**config.mk**
```make
export PLATFORM = sky130hd
export DESIGN_NAME = bytes_bits_stream_flat
export DESIGN_NICKNAME = d
export VERILOG_FILES = /design/src/rtl/bytes_bits_stream_if.sv /design/src/rtl/bytes_bits_stream.sv /design/src/flat_wrapper.sv
export SDC_FILE = /design/constraint.sdc
export NUM_CORES = 1
export LEC_CHECK = 0
export CORE_MARGIN = 2
export CORE_UTILIZATION = 30
export CTS_CLUSTER_DIAMETER = 50
export CTS_CLUSTER_SIZE = 24
export DETAILED_ROUTE_END_ITERATION = 12
export HOLD_SLACK_MARGIN = 0.02
export PLACE_DENSITY = 0.57
export REMOVE_ABC_BUFFERS = 1
export SETUP_SLACK_MARGIN = 0.05
export SLEW_MARGIN = 0
export SYNTH_ARGS = -nofsm -noshare
export SYNTH_HDL_FRONTEND = slang
export SYNTH_SLANG_ARGS = --single-unit
```
**constraint.sdc**
```tcl
create_clock -name clk -period 4.36 [get_ports clk]
set_clock_uncertainty 0.1 [all_clocks]
set_input_delay 0.654 -clock clk [delete_from_list [all_inputs] [get_ports clk]]
set_output_delay 0.654 -clock clk [all_outputs]
set_load 0.005 [all_outputs]
```
**src/rtl/bytes_bits_stream_if.sv**
```systemverilog
// Byte/bit stream handshake bundle: one input beat channel and one output beat channel.
// master drives beats into the block and consumes its output; slave is the block itself.
interface bytes_bits_stream_if;
    logic       in_valid;
    logic       in_ready;
    logic [7:0] in_data;
    logic       out_valid;
    logic       out_ready;
    logic [7:0] out_data;

    modport master (
        output in_valid, in_data, out_ready,
        input  in_ready, out_valid, out_data
    );

    modport slave (
        input  in_valid, in_data, out_ready,
        output in_ready, out_valid, out_data
    );
endinterface

```
**src/rtl/bytes_bits_stream.sv**
```systemverilog
// Frame-based serializer (mode 0: bytes to LANES-bit beats) and deserializer (mode 1: beats to bytes).
// state | meaning
// IDLE  | waiting for start, no beats accepted
// RUN   | moving beats; holding register shared by both directions
// DONE  | frame complete, done pulse for one cycle
module bytes_bits_stream #(
    parameter int BYTE_COUNT = 256,
    parameter int LANES      = 1
) (
    input  logic                              clk,
    input  logic                              rst,
    input  logic                              start,
    input  logic                              mode,
    input  logic                              abort,
    bytes_bits_stream_if.slave                stream,
    output logic                              busy,
    output logic                              done,
    output logic [$clog2(BYTE_COUNT+1)-1:0]   byte_cnt
);
    localparam int              CW        = $clog2(BYTE_COUNT + 1);
    localparam int              BEATS     = 8 / LANES;
    localparam logic [7:0]      LANE_MASK = 8'((1 << LANES) - 1);
    localparam logic [3:0]      BEAT_LAST = 4'(BEATS - 1);
    localparam logic [CW-1:0]   CNT_LAST  = CW'(BYTE_COUNT - 1);

    typedef enum logic [1:0] {IDLE, RUN, DONE} state_t;

    state_t     state, state_nx;
    logic       mode_q;
    logic       full;
    logic [7:0] shreg;
    logic [3:0] beats_left;
    logic       in_ready_c;
    logic       in_fire, out_fire, byte_fire, last_byte;
    logic [7:0] packed_nx;

    assign in_fire   = stream.in_valid & in_ready_c;
    assign out_fire  = full & stream.out_ready;
    assign byte_fire = out_fire & (mode_q | (beats_left == 4'd0));
    assign last_byte = byte_fire & (byte_cnt == CNT_LAST);

    // Mode 1 fills from the top so the first beat lands at the LSB after BEATS shifts.
    assign packed_nx = (shreg >> LANES) | ((stream.in_data & LANE_MASK) << (8 - LANES));

    assign stream.in_ready  = in_ready_c;
    assign stream.out_valid = full;
    assign stream.out_data  = mode_q ? shreg : (shreg & LANE_MASK);
    assign busy             = (state != IDLE);
    assign done             = (state == DONE);

    always_ff @(posedge clk or posedge rst) begin
        if (rst) state <= IDLE;
        else     state <= state_nx;
    end

    always_comb begin
        state_nx   = state;
        in_ready_c = 1'b0;
        case (state)
            IDLE: if (start) state_nx = RUN;
            RUN: begin
                in_ready_c = ~full;
                if (abort)          state_nx = IDLE;
                else if (last_byte) state_nx = DONE;
            end
            DONE:    state_nx = IDLE;
            default: state_nx = IDLE;
        endcase
    end

    always_ff @(posedge clk or posedge rst) begin
        if (rst) begin
            mode_q     <= 1'b0;
            full       <= 1'b0;
            shreg      <= 8'h00;
            beats_left <= 4'd0;
            byte_cnt   <= '0;
        end else if (state == IDLE && start) begin
            mode_q     <= mode;
            full       <= 1'b0;
            shreg      <= 8'h00;
            beats_left <= BEAT_LAST;
            byte_cnt   <= '0;
        end else if (state == RUN && abort) begin
            full       <= 1'b0;
            shreg      <= 8'h00;
            beats_left <= BEAT_LAST;
        end else if (state == RUN) begin
            if (in_fire) begin
                if (!mode_q) begin
                    shreg      <= stream.in_data;
                    full       <= 1'b1;
                    beats_left <= BEAT_LAST;
                end else begin
                    shreg <= packed_nx;
                    if (beats_left == 4'd0) begin
                        full       <= 1'b1;
                        beats_left <= BEAT_LAST;
                    end else begin
                        beats_left <= beats_left - 4'd1;
                    end
                end
            end
            if (out_fire) begin
                if (!mode_q) begin
                    shreg <= shreg >> LANES;
                    if (beats_left == 4'd0) full <= 1'b0;
                    else                    beats_left <= beats_left - 4'd1;
                end else begin
                    full <= 1'b0;
                end
            end
            if (byte_fire) byte_cnt <= byte_cnt + CW'(1);
        end
    end
endmodule

```
**src/flat_wrapper.sv**
```systemverilog
// flat-port wrapper written by rule: the top's interface ports become plain ports
module bytes_bits_stream_flat 
#(
    parameter int BYTE_COUNT = 256,
    parameter int LANES      = 1
)
  (clk, rst, start, mode, abort, busy, done, byte_cnt, stream_in_valid, stream_in_data, stream_out_ready, stream_in_ready, stream_out_valid, stream_out_data);
  bytes_bits_stream_if stream_i ();
  input  logic clk;
  input  logic rst;
  input  logic start;
  input  logic mode;
  input  logic abort;
  output logic busy;
  output logic done;
  output logic [$clog2(BYTE_COUNT+1)-1:0] byte_cnt;
  input wire logic [$bits(stream_i.in_valid)-1:0] stream_in_valid;
  input wire logic [$bits(stream_i.in_data)-1:0] stream_in_data;
  input wire logic [$bits(stream_i.out_ready)-1:0] stream_out_ready;
  output wire logic [$bits(stream_i.in_ready)-1:0] stream_in_ready;
  output wire logic [$bits(stream_i.out_valid)-1:0] stream_out_valid;
  output wire logic [$bits(stream_i.out_data)-1:0] stream_out_data;
  assign stream_i.in_valid = stream_in_valid;
  assign stream_i.in_data = stream_in_data;
  assign stream_i.out_ready = stream_out_ready;
  assign stream_in_ready = stream_i.in_ready;
  assign stream_out_valid = stream_i.out_valid;
  assign stream_out_data = stream_i.out_data;
  bytes_bits_stream #(.BYTE_COUNT(BYTE_COUNT), .LANES(LANES)) u_core (.clk(clk), .rst(rst), .start(start), .mode(mode), .abort(abort), .stream(stream_i), .busy(busy), .done(done), .byte_cnt(byte_cnt));
endmodule
```
# After elaboration in Yosys (flattened, before gate mapping)
# Cells that the tools add are included.
op_classes:
  add_sub_neg: 2
  muxes: 35
  n_bitwise: 7
  reduce_logical: 10
  n_eq_ne: 6
ops:
  columns: ["op", "n"]
  rows:
  - ["two-way mux 8 bit", 8]
  - ["two-way mux 4 bit", 9]
  - ["two-way mux 9 bit", 4]
  - ["two-way mux 1 bit", 10]
  - ["adder 9 x 1 -> 9 bit (second input constant)", 1]
  - ["== test 9 x 8 -> 1 bit (second input constant)", 1]
  - ["OR 7 x 8 -> 8 bit", 1]
  - ["two-way mux 2 bit", 3]
  - ["nonzero test 2 bit", 3]
  - ["bitwise AND 1 bit", 4]
  - ["zero test 4 bit", 1]
  - ["one-hot mux 2 bit (2 select lines)", 1]
  - ["subtractor 4 x 1 -> 4 bit (second input constant)", 1]
  - ["inequality test 3 x 2 -> 1 bit (second input constant)", 1]
  - ["AND reduction 3 bit", 1]
  - ["nonzero test 3 bit", 1]
  - ["== test 2 x 1 -> 1 bit (second input constant)", 1]
  - ["== test 2 bit (second input constant)", 1]
  - ["logical AND 1 bit", 2]
  - ["zero test 2 bit", 1]
  - ["inequality test 2 x 1 -> 1 bit (second input constant)", 1]
  - ["inequality test 2 bit (second input constant)", 1]
  - ["AND reduction 2 bit", 1]
  - ["NOT 1 bit", 1]
  - ["OR 1 bit", 1]
word_totals:
  elab_cells: 66
  out_inout_bits: 21
  in_bits: 15
  ff_bits: 25

# Logic depth before layout (Yosys ltp)
# Gate-level depths: netlist (run 1).
logic_depth:
  word_depth: 10
  mapped_depth: 8
  ltp_nobuf: 8

# Worst setup path before layout (run 1)
# OpenSTA, ideal clock, no wires.
synth_path:
  path_kind: "register to register"
  from: "reg u_core.beats_left[0]"
  to: "reg u_core.byte_cnt[7]"
  required_time_ns: 4.181
  stages_incl_launch_ff: 7
  arrival_time_ns: 1.495
  path_slack_ns: 2.685
  period_less_slack_ns: 1.675
  n_path_buf: 0
  path_cell_list: "dfrtp_1 > inv_1 > ha_1 > nor3b_4 > o2111ai_2 > nor3_2 > mux2i_1"
synth_between:
  elab_chain_cells: 5
synth_lines:
  columns: ["element", "line", "source"]
  rows:
  - ["from (decl)", "bytes_bits_stream.sv:32", "logic [3:0] beats_left;"]
  - ["from (signal assigned)", "bytes_bits_stream.sv:100", "beats_left <= beats_left - 4'd1;"]
  - ["from (signal assigned)", "bytes_bits_stream.sv:108", "else beats_left <= beats_left - 4'd1;"]
  - ["zero test 4 bit", "bytes_bits_stream.sv:39", "assign byte_fire = out_fire & (mode_q | (beats_left == 4'd0));"]
  - ["OR 1 bit", "bytes_bits_stream.sv:39", null]
  - ["bitwise AND 1 bit", "bytes_bits_stream.sv:39", null]
  - ["nonzero test 2 bit (no source line)", null, null]
  - ["AND reduction 3 bit (no source line)", null, null]
  - ["to (signal assigned)", "bytes_bits_stream.sv:113", "if (byte_fire) byte_cnt <= byte_cnt + CW'(1);"]
  - ["to (decl)", "bytes_bits_stream.sv:18", "output logic [$clog2(BYTE_COUNT+1)-1:0] byte_cnt"]
# Every way passes these cells.
# A chain may end at the register's enable or synchronous reset.

# Worst setup path in the final report (run 1)
layout_path:
  from: "reg u_core.mode_q"
  to: "out stream_out_data[7]"
layout_between:
  elab_chain_cells: 1
layout_lines:
  columns: ["element", "line", "source"]
  rows:
  - ["from (decl)", "bytes_bits_stream.sv:29", "logic mode_q;"]
  - ["from (signal assigned)", "bytes_bits_stream.sv:79", "mode_q <= mode;"]
  - ["two-way mux 8 bit", "bytes_bits_stream.sv:47", "assign stream.out_data = mode_q ? shreg : (shreg & LANE_MASK);"]
  - ["to (decl)", "flat_wrapper.sv:22", "output wire logic [$bits(stream_i.out_data)-1:0] stream_out_data;"]
# Every way passes these cells.

==> results.yml, run 1 <==
synthesis:
  synth_cell_types: 44
  synth_common_cells: "dfrtp_1, o21ai_0, nand2_1, nor2_1"
  synth.avg_cell_area_um2: 9.70
  yosysWarnings: 0
  ys.flop_type: "dfrtp_1"
  synth_area_mm2: 0.00155
  yosys_register_bits: 25
  netlist_top_cells_area: "dfrtp_1, o21ai_0, a221oi_1"
  synth_edf_count: 0
  yosysSeqAreaShare: 0.403
  yosys.area.top_type: "dfrtp_1"
  synth_top_area_share: 0.403
  synth_async_sr_flop_share: 1.00
  syn_inst: 160
  synth.most_common_cell: "dfrtp_1"
pwr:
  power_frac_comb: 0.224
  power_frac_clock: 0.270
  swShare: 0.312
  p_int_mw: 0.373
  seq_power_share: 0.507
  p_leak_nw: 0.757
  p_sw_mw: 0.169
  peakVddDrop_mv: 0.129
  power.density_mw_per_mm2: 273
cts:
  post_cts_buffers: 0
  clk_path_buf_depth: 2
  clockRootBuffer: "clkbuf_8"
  cts_inserted_buffers: 3
  clkTransAtPathRegs_ns: 0.10
  hold_buffers: 0
  cts_sinks: 25
  clk_latency_ns: 0.27
  cts_tree: "built"
  htree_levels: 1
  post_cts_resized: 0
sta:
  whs_ns: 0.412
  fin_tns_setup_ns: 0
  finalCriticalPeriod_ns: 2.81
  period_share: 0.644
  worst_slack_ns: 1.55
  relSlewSlack: 0.339
  tightest_slew_ns: 0.990
  hold_violations: 0
  rsz0062_at_grt: "no"
  finalMaxSlewViolations: 0
  setup_violations: 0
  max_freq_ghz: 0.356
worst_setup_path:
  cp.arrival_ns: 2.06
  worst-path-max-fanout: 22
  start_kind: "flip-flop"
  critical_path_required_ns: 3.61
  reg2regPathDepth: 4
  path_class: "flip-flop to output pin"
  end_kind: "output pin"
routing:
  drt_drc_violations_left: 0
  wl_mm: 3.68
  dr_total_vias: 1293
  ant_nets: 0
  first_pass_iters: 4
  drt_iter0_drc: 92
  post_drt_wl_per_cell_um: 14.1
  vias_per_cell: 4.95
final_layout:
  fill_cells: 519
  insertedDiodeCount: 0
  area_growth_pct: 27.9
  drive_above_1_share: 0.0785
  fin_nets: 210
worst_hold_path:
  min_delay_path_depth: 1
  hold_path.class: "flip-flop to flip-flop"
global_route:
  grt_pass1_vias: 1274
  grt_use_met1: 0.184
  met2_usage: 0.209
  top_usage_layer: "met2"
  track_usage: 0.129
  use_met3: 0.0190
  overflow: 0
  antenna_found_initial: 0
  grt_max_degree: 26
  grt_first_pass_wirelength_mm: 6.18
floorplan:
  die_h_um: 75.9
  start_util: 0.308
  coreArea_mm2: 0.00504
  die-area_mm2: 0.00576
  rows: 26
  ioPinCount: 36
  die_w_um: 75.9
placed_design:
  pre_cts_slack_ns: 1.75
  place_congestion: 0.749
  port_buffers: 35
  hpwl_mm: 2.55
run:
  drv_cap: 0
run_status:
  status: "completed"
## placed cells by master, fill, tap and decap left out, drive strengths merged, types with 2 or more instances in the layout
master and count:
a21o 2, ha 3, nand3 4, dfrtp 25
nor2 11, o211a 2, mux2i 4, o2111ai 2
clkdlybuf4s50 35, clkbuf 3, a21oi 11, a221oi 7
nor2b 3, o21ai 13, inv 10, nor3b 4
o211ai 4, nand3b 2, and2 7, nand2 11
xor2 2, or3 9
## registers in the layout (all words and copies together) (netlist names)
name and cells:
u_core.shreg 8, u_core.stream.out_valid 1, u_core.mode_q 1, u_core.beats_left 4, u_core.byte_cnt 9, u_core.state 2
## metal layers
layer,wire length [µm],part of all wire
met3,95,0.026
met2,1640,0.45
met1,1910,0.52
met4,33,0.0090
met5,0,0
## path summary, 6_finish.rpt
path,startpoint,end,slack (ns)
setup / recovery,u_core.mode_q,stream_out_data[7],1.55
hold / removal,u_core.byte_cnt[7],u_core.byte_cnt[7],0.41
setup reg to reg,u_core.mode_q,u_core.shreg[0],2.19
hold reg to reg,u_core.byte_cnt[7],u_core.byte_cnt[7],0.41
max in group asynchronous,rst,u_core.byte_cnt[4],2.76
min in group asynchronous,rst,u_core.mode_q,0.80
## kinds of logic after synthesis
kind of cell	after synthesis	share of synthesized area
AND/OR/NAND/NOR	58	0.242
AO/OA/AOI/OAI	49	0.229
flip-flops	25	0.403
buffers and inverters	18	0.0589
multiplexers	4	0.0258
XOR/XNOR	3	0.0169
adder cells (fa/ha/maj)	3	0.0242
## stage by stage
step           power [mW]  instances   util  instance area (µm²)
3_3_place_gp        0.401        257  0.384                 1940
3_5_place_dp        0.401        257  0.384                 1940
4_1_cts             0.546        261  0.394                 1980
5_1_grt             0.569        261  0.394                 1980
6_report            0.542        261  0.394                 1980
2_1_floorplan       0.343        152      -                 1500
## power groups by stage
stage	Combinational (mW)	Clock [mW]	Sequential (mW)
after detailed placement	0.123	0	0.279
after global routing	0.136	0.155	0.278
final	0.121	0.146	0.274
after global placement	0.122	0	0.279
after floorplan	0.0736	0	0.270
after CTS	0.123	0.149	0.274
## layout make-up
cell class	instances	area [µm²]	share of cell area
multi-input combinational	117	835	0.421
clock inverter	1	7.51	0.00378
clock buffer	3	41.3	0.0208
inverter	10	37.5	0.0189
timing repair buffer	35	350	0.177
sequential	25	626	0.315
tap	70	87.6	0.0441
## worst max-delay path: stages (launching register included)
cell and delay (ns):
dfrtp_1 0.79, inv_1 0.26, nor2_1 0.20, clkdlybuf4s50_1 0.53
No activity file was read; power rests on OpenSTA's default activity.
==> run 2: changes to the inputs <==
==> constraint.sdc (replaced) <==
create_clock -name clk -period 2.73 [get_ports clk]
set_clock_uncertainty 0.1 [all_clocks]
set_input_delay 0.4095 -clock clk [delete_from_list [all_inputs] [get_ports clk]]
set_output_delay 0.4095 -clock clk [all_outputs]
set_load 0.005 [all_outputs]
==> results.yml, run 2 (synthesized netlist as in run 1, its figures left out) <==
placed_design:
  place_congestion: 0.737
  hpwl_mm: 2.67
  port_buffers: 35
  post-place-cells: 262
  pre_cts_slack_ns: 0.590
pwr:
  peakVddDrop_mv: 0.293
  power.density_mw_per_mm2: 435
  total_power_mw: 0.880
  p_leak_nw: 0.782
worst_setup_path:
  slowest_delay_ns: 0.75
  path_cells: "inv_1 -> nor2_1 -> clkdlybuf4s50_1"
  cp.arrival_ns: 1.95
  end_kind: "output pin"
  worst-path-max-fanout: 22
  crit_family: "buffers and inverters"
  cp_slowest_cell: "dfrtp_1"
  cp_num_buf_inv: 2
  path_class: "flip-flop to output pin"
  critical_path_required_ns: 2.22
  start_kind: "flip-flop"
sta:
  max_freq_ghz: 0.406
  tightest_slew_ns: 0.618
  relSlewSlack: 0.588
  finalMaxSlewViolations: 0
  worst_slack_ns: 0.268
  fin_tns_setup_ns: 0
  period_share: 0.902
  finalCriticalPeriod_ns: 2.46
  setup_violations: 0
  hold_violations: 0
  rsz0062_at_grt: "no"
final_layout:
  fill_cells: 510
  regMostFlops: "u_core.byte_cnt"
  top_regs: "u_core.byte_cnt: 9 flops, u_core.shreg: 8 flops, u_core.beats_left: 4 flops"
  layout_common_cells: "clkdlybuf4s50_1, dfrtp_1, o21ai_0"
  fin_nets: 215
  insertedDiodeCount: 0
  drive_above_1_share: 0.102
  fin_cells: 266
  largest_register_ffs: 9
  area_growth_pct: 30.3
  layout_commonest_cell: "clkdlybuf4s50_1"
run_status:
  status: "completed"
routing:
  post_drt_wl_per_cell_um: 13.9
  dr_total_vias: 1338
  ant_nets: 0
  vias_per_cell: 5.03
  first_pass_iters: 4
  drt_iter0_drc: 98
  wl_mm: 3.71
  drt_drc_violations_left: 0
floorplan:
  start_util: 0.308
  rows: 26
  ioPinCount: 36
  die_w_um: 75.9
  coreArea_mm2: 0.00504
  die-area_mm2: 0.00576
  die_h_um: 75.9
global_route:
  grt_first_pass_wirelength_mm: 6.28
  grt_pass1_vias: 1289
  antenna_found_initial: 0
  track_usage: 0.132
  grt_max_degree: 26
  overflow: 0
cts:
  hold_buffers: 0
  post_cts_buffers: 0
  clk_latency_ns: 0.28
  post_cts_resized: 0
  clkTransAtPathRegs_ns: 0.11
  clockRootBuffer: "clkbuf_8"
  cts_tree: "built"
  cts_sinks: 25
  cts_inserted_buffers: 3
  htree_levels: 1
  clk_path_buf_depth: 2
worst_hold_path:
  hold_path.class: "input port to asynchronous set/reset pin"
run:
  drv_cap: 0
==> run 2: cell type report <==
type | count | area (µm²) | area share
Clock buffer | 3 | 41.3 | 0.0204
Clock inverter | 1 | 7.51 | 0.00371
Inverter | 10 | 37.5 | 0.0186
Multi-Input combinational cell | 117 | 835 | 0.413
Sequential cell | 25 | 626 | 0.309
Tap cell | 70 | 87.6 | 0.0433
Timing Repair Buffer | 40 | 388 | 0.192
==> run 2: worst min-delay path, stage by stage <==
cell             delay, ns
clkdlybuf4s50_1       0.39
inv_1                 0.05
buf_4                 0.31
==> run 2: per-layer routing <==
layer | wire length [µm] | track usage | share of wire | vias up
met3 | 152 | 0.0298 | 0.041 | 2
met5 | 0 | 0 | 0 | -
met2 | 1690 | 0.210 | 0.46 | 35
met1 | 1850 | 0.191 | 0.50 | 650
li1 | - | - | - | 651
met4 | 13 | 0.0164 | 0.0035 | 0
==> run 2: final timing paths <==
kind / start / to / slack [ns] / depth (start not counted)
setup / recovery: u_core.mode_q / stream_out_data[7] / 0.27 / 3
hold / removal: rst / u_core.shreg[2] / 0.37 / 3
setup reg to reg: u_core.beats_left[0] / u_core.byte_cnt[7] / 0.85 / 6
hold reg to reg: u_core.byte_cnt[7] / u_core.byte_cnt[7] / 0.41 / 1
max in group asynchronous: rst / u_core.byte_cnt[3] / 1.90 / 3
min in group clk: u_core.byte_cnt[7] / u_core.byte_cnt[7] / 0.41 / 1
==> run 2: report_power, final <==
part           leakage [nW]  internal, mW  switching [mW]  total, mW
clock                0.0217         0.104           0.135      0.239
sequential            0.329         0.392          0.0456      0.438
combinational         0.431         0.107          0.0962      0.203
total                 0.782         0.603           0.277      0.880
==> run 2: metrics by stage <==
stage	utilization	hold slack [ns]	instance area (µm²)
CTS	0.401	0.382	2020
floorplan	-	0.337	1500
finish	0.401	0.370	2020
global placement	0.391	0.402	1970
detailed placement	0.391	0.397	1970
global route	0.401	0.423	2020
==> run 3: changes to the inputs <==
--- a/config.mk
+++ b/config.mk
@@ -14,6 +14,7 @@
 export PLACE_DENSITY = 0.57
 export REMOVE_ABC_BUFFERS = 1
 export SETUP_SLACK_MARGIN = 0.05
+export SKIP_CTS_REPAIR_TIMING = 1
 export SLEW_MARGIN = 0
 export SYNTH_ARGS = -nofsm -noshare
 export SYNTH_HDL_FRONTEND = slang
==> results of run 3 <==
Same layout as run 2: the final DEF is identical, and so are final timing and power.
